===== src/rtl/nmi_arbiter.sv =====
// rtl/nmi_arbiter.sv - two-master round-robin arbiter in front of a shared NMI slave
// Adds a response watchdog that completes a stalled transfer with all-ones data and a sticky flag.
module nmi_arbiter #(
    parameter int unsigned TIMEOUT_CYC = 255
) (
    input  logic        clk_i,
    input  logic        rst_n_i,
    input  logic        m0_valid_i,
    input  logic [31:0] m0_addr_i,
    input  logic [31:0] m0_wdata_i,
    input  logic [3:0]  m0_wstrb_i,
    output logic        m0_ready_o,
    output logic [31:0] m0_rdata_o,
    input  logic        m1_valid_i,
    input  logic [31:0] m1_addr_i,
    input  logic [31:0] m1_wdata_i,
    input  logic [3:0]  m1_wstrb_i,
    output logic        m1_ready_o,
    output logic [31:0] m1_rdata_o,
    output logic        s_valid_o,
    output logic [31:0] s_addr_o,
    output logic [31:0] s_wdata_o,
    output logic [3:0]  s_wstrb_o,
    input  logic        s_ready_i,
    input  logic [31:0] s_rdata_i,
    output logic [1:0]  gnt_o,
    output logic        tmo_o,
    input  logic        tmo_clr_i
);
    typedef enum logic {IDLE = 1'b0, BUSY = 1'b1} state_e;

    state_e      state_q, state_d;
    logic [1:0]  gnt_q, gnt_d;
    logic        last_q, last_d;
    logic [15:0] cnt_q, cnt_d;
    logic        tmo_q, tmo_d;

    logic        busy, sel_valid, tmo_hit, abort, complete, expire, rsp_ready;
    logic [31:0] sel_addr, sel_wdata, rsp_data;
    logic [3:0]  sel_wstrb;

    always_comb begin
        busy      = (state_q == BUSY);
        sel_valid = gnt_q[1] ? m1_valid_i : m0_valid_i;
        sel_addr  = gnt_q[1] ? m1_addr_i  : m0_addr_i;
        sel_wdata = gnt_q[1] ? m1_wdata_i : m0_wdata_i;
        sel_wstrb = gnt_q[1] ? m1_wstrb_i : m0_wstrb_i;

        // cnt_q is zero in the first BUSY cycle, so the watchdog fires in BUSY cycle TIMEOUT_CYC
        tmo_hit   = busy && ((32'(cnt_q) + 32'd1) == TIMEOUT_CYC);
        abort     = busy && !sel_valid;
        complete  = busy && sel_valid && s_ready_i;
        expire    = busy && sel_valid && !s_ready_i && tmo_hit;
        rsp_ready = complete || expire;
        rsp_data  = expire ? 32'hFFFF_FFFF : s_rdata_i;

        s_valid_o  = busy && sel_valid && !expire;
        s_addr_o   = busy ? sel_addr  : 32'h0;
        s_wdata_o  = busy ? sel_wdata : 32'h0;
        s_wstrb_o  = busy ? sel_wstrb : 4'h0;

        m0_ready_o = rsp_ready && gnt_q[0];
        m0_rdata_o = gnt_q[0] ? rsp_data : 32'h0;
        m1_ready_o = rsp_ready && gnt_q[1];
        m1_rdata_o = gnt_q[1] ? rsp_data : 32'h0;
    end

    assign gnt_o = gnt_q;
    assign tmo_o = tmo_q;

    always_comb begin
        state_d = state_q;
        gnt_d   = gnt_q;
        last_d  = last_q;
        cnt_d   = cnt_q;
        tmo_d   = tmo_q && !tmo_clr_i;
        case (state_q)
            IDLE: begin
                cnt_d = 16'h0;
                if (m0_valid_i || m1_valid_i) begin
                    state_d = BUSY;
                    // last_q set means m1 was served last, so m0 takes a tie
                    if (m0_valid_i && m1_valid_i) gnt_d = last_q ? 2'b01 : 2'b10;
                    else                          gnt_d = {m1_valid_i, m0_valid_i};
                end
            end
            BUSY: begin
                cnt_d = cnt_q + 16'd1;
                if (abort) begin
                    state_d = IDLE;
                    gnt_d   = 2'b00;
                end else if (rsp_ready) begin
                    state_d = IDLE;
                    gnt_d   = 2'b00;
                    last_d  = gnt_q[1];
                    if (expire) tmo_d = 1'b1;
                end
            end
            default: begin
                state_d = IDLE;
                gnt_d   = 2'b00;
            end
        endcase
    end

    always_ff @(posedge clk_i or negedge rst_n_i) begin
        if (!rst_n_i) begin
            state_q <= IDLE;
            gnt_q   <= 2'b00;
            last_q  <= 1'b1;
            cnt_q   <= 16'h0;
            tmo_q   <= 1'b0;
        end else begin
            state_q <= state_d;
            gnt_q   <= gnt_d;
            last_q  <= last_d;
            cnt_q   <= cnt_d;
            tmo_q   <= tmo_d;
        end
    end
endmodule


===== config.mk =====
export PLATFORM = sky130hd
export DESIGN_NAME = nmi_arbiter
export DESIGN_NICKNAME = d
export VERILOG_FILES = /design/src/rtl/nmi_arbiter.sv
export SDC_FILE = /design/constraint.sdc
export NUM_CORES = 1
export LEC_CHECK = 0
export CAP_MARGIN = 40
export CORE_AREA = 2 2 122 124
export CTS_BUF_LIST = sky130_fd_sc_hd__clkbuf_16
export DETAILED_ROUTE_END_ITERATION = 8
export DIE_AREA = 0 0 124 126
export GPL_TIMING_DRIVEN = 1
export PLACE_DENSITY_LB_ADDON = 0.25
export SLEW_MARGIN = 5
export SYNTH_ARGS = -nofsm -noshare
export SYNTH_HDL_FRONTEND = slang
export SYNTH_SLANG_ARGS = --single-unit
export TNS_END_PERCENT = 1

===== constraint.sdc =====
create_clock -name clk_i -period 7.5 [get_ports clk_i]
set_input_delay 1.5 -clock clk_i [delete_from_list [all_inputs] [get_ports clk_i]]
set_output_delay 1.5 -clock clk_i [all_outputs]
set_load 0.005 [all_outputs]

==> flow_metrics.tcl <==
set metrics [dict create \
    hpwl_mm 11.34 \
    start_util_pct 20.12 \
    hold_viol_final 0 \
    fillers 1396 \
    grt.total_usage_pct 15.66 \
    synth_cells 365 \
    drt-vias-per-instance 4.491 \
    skew_ns 0.004224 \
    cp_num_cells 9 \
    place_ws_ns 1.557 \
    cts_buffers 3 \
    dr.pass1.iters 4 \
    die-area_um2 15620 \
    power_density_nw_per_um2 189.3 \
    cts_max_level 1 \
    gr-total-overflow 0 \
    path_buf_inv 3 \
    rows 44 \
    grt_pass1_wl_mm 19.14 \
    r2r_cells 7 \
    cts_tree "yes" \
    cts_resized 0 \
    hp-class "reg -> reg" \
    whs_path_depth 1 \
    endpoint_kind "primary output" \
    ir_worst_vdd_v 0.00008236 \
    antenna_found_initial 0 \
    synth_top_area_cell "mux2i_1" \
    avgSynthCellArea_um2 7.891 \
    grt_pass1_vias 3707 \
    fin_crit_ns 5.954 \
    maxSlewViolCount 0 \
    synth_warnings 0 \
    start_kind "input pin" \
    critical-path-top-delay-family "buffers and inverters" \
    ys.flop_type "dfrtp_1" \
    multiInputGateArea_um2 2155 \
    yosysSeqAreaShare_pct 18.29 \
    worst_slack_ns 1.546 \
    seqCellArea_um2 530.5 \
    cp_slowest_cell "buf_4" \
    outcome "complete, no violations" \
    fin_nets 832 \
    n_antenna_cell 0 \
    wirelength_mm 13.51 \
    synth.distinct_cells 50 \
    post-cts-setup-buffer-count 0 \
    grt_max_degree 87 \
    ant_nets 0 \
    root_buffer "clkbuf_16" \
    die_y_um 126 \
    ys_top_cells_by_area "mux2i_1, dfrtp_1, o21a_1, nor2_1, buf_6" \
    synthArstFlopShare_pct 100.0 \
    layout-drive-gt1-share_pct 4.275 \
    cp_max_fo 71 \
    slew-limit-headroom_pct 53.39 \
    setup_viol 0 \
    cap_violations 0 \
    crit_required_ns 6.00 \
    die_x_um 124 \
    synth_top_area_share_pct 23.98 \
    crit_type "in -> out" \
    drc 0 \
    wl_per_cell_um 16.10 \
    final.setup.tns_ns 0 \
    vias 3768 \
    worst_skew_pair.late_latency_ns 0.25 \
    routabilityCongestion 0.9104 \
    grt_setup_unrepaired "false" \
    core_um2 14310 \
    drt-initial-drc-count 92 \
    netlist_area_um2 2880 \
    cp_common_cell "clkdlybuf4s50_1" \
    cts.sinks 21 \
    cts_buffer_depth 2 \
    clk_pin_slew_ns 0.05 \
    ys_ff_latch 21 \
    worstMarginPinSlew_ns 0.6991 \
    io_pins 312 \
    path_cells "clkdlybuf4s50_1, mux2i_1, nor3_1, nand4_1, a211o_4, a211oi_4, buf_4, o21a_1, clkdlybuf4s50_1" \
    synth_edf_count 0 \
    synth.net_count 541 \
    worst_ep_arrival_time_ns 4.45 \
    p_leak_nw 2.402 \
    timing.fmax_ghz 0.1680 \
    post-route-period-util_pct 79.38 \
    cts_hold_buffers 0 \
    synthToLayoutAreaGrowth_pct 117.5 \
    port_buffers 311 \
    max_stage_delay_ns 0.58 \
]
-- placed cells by master, fill, tap and decap left out, types with 4 or more instances in the layout --
| cell type | Yosys | layout |
|---|---|---|
| nand3_1 | 8 | 8 |
| a21oi_1 | 4 | 4 |
| mux2i_1 | 69 | 69 |
| clkdlybuf4s50_1 | 0 | 311 |
| xor2_1 | 4 | 4 |
| nand2_1 | 7 | 7 |
| nor3_1 | 5 | 5 |
| inv_1 | 5 | 5 |
| xnor2_1 | 9 | 9 |
| o21a_1 | 66 | 66 |
| nor2_1 | 89 | 89 |
| dfrtp_1 | 20 | 19 |
| buf_16 | 0 | 4 |
-- metal layers --
metal	global-route usage [%]	share of wire (%)	vias up	wire length [um]
met5	0	0	-	0
met4	3.173	1.3	0	174
met3	4.212	9.5	12	1281
met2	31.06	54	199	7244
met1	16.02	36	1688	4810
li1	-	-	1869	-
-- final timing paths --
check / slack (ns) / to / start
setup / recovery: 1.55 / m0_ready_o / m1_valid_i
hold / removal: 0.48 / tmo_o$_DFF_PN0_ / tmo_o$_DFF_PN0_
setup reg to reg: 4.75 / gnt_o[0]$_DFFE_PN0P_ / gnt_o[1]$_DFFE_PN0P_
hold reg to reg: 0.48 / tmo_o$_DFF_PN0_ / tmo_o$_DFF_PN0_
max in group asynchronous: 5.44 / last_q$_DFFE_PN1P_ / rst_n_i
min in group asynchronous: 1.55 / cnt_q[15]$_DFF_PN0_ / rst_n_i
-- metrics by stage --
| stage | utilization, % | instance area, um^2 | std cells | hold slack (ns) | total power, mW |
|---|---|---|---|---|---|
| final | 43.76 | 6264 | 839 | 0.4831 | 1.186 |
| after global routing | 43.76 | 6264 | 839 | 0.5215 | 1.272 |
| after CTS | 43.76 | 6264 | 839 | 0.4938 | 1.203 |
| after detailed placement | 43.20 | 6183 | 835 | 0.4764 | 1.085 |
| after global placement | 42.43 | 6073 | 831 | 0.4635 | 1.050 |
| after floorplan | - | 2880 | 365 | 0.4522 | 0.5412 |
-- synth_stat cells, types with 3 or more instances --
cell type and count:
xor2_1 4, o21a_1 66, nor3_1 5, clkbuf_1 21, a21oi_1 4, xnor2_1 9
nor2_1 89, nand2_1 7, nand2b_1 3, nand3_1 8, mux2i_1 69, buf_6 7
buf_1 3, dfrtp_1 20, inv_1 5, o21ai_0 3
-- registers in the layout (all words and copies together), names as in the netlist --
name,cells
cnt_q,16
gnt_o,2
busy,1
last_q,1
tmo_o,1
-- power breakdown --
part	total, mW	internal (mW)	switching (mW)
sequential	0.175	0.130	0.0448
combinational	0.899	0.557	0.342
clock	0.112	0.0716	0.0406
total	1.19	0.759	0.427
-- cells by family (layout without fill, tap and decap cells) --
group	Yosys count	count (layout)	synth area share (%)
compound gates	85	85	22.42
xor+xnor	13	13	3.953
fa+ha+maj	2	2	0.8687
buf+inv	38	328	6.907
flops	21	21	18.29
mux	69	69	23.98
simple gates	137	137	23.59
-- cell type report --
cell class	instances	share of cell area (%)
inverter	6	0.3596
clock inverter	1	0.07990
clock buffer	3	1.199
sequential	21	8.470
tap	184	3.676
timing repair buffer	318	51.82
multi-input combinational	306	34.40
No activity file was read; power rests on OpenSTA's default activity.
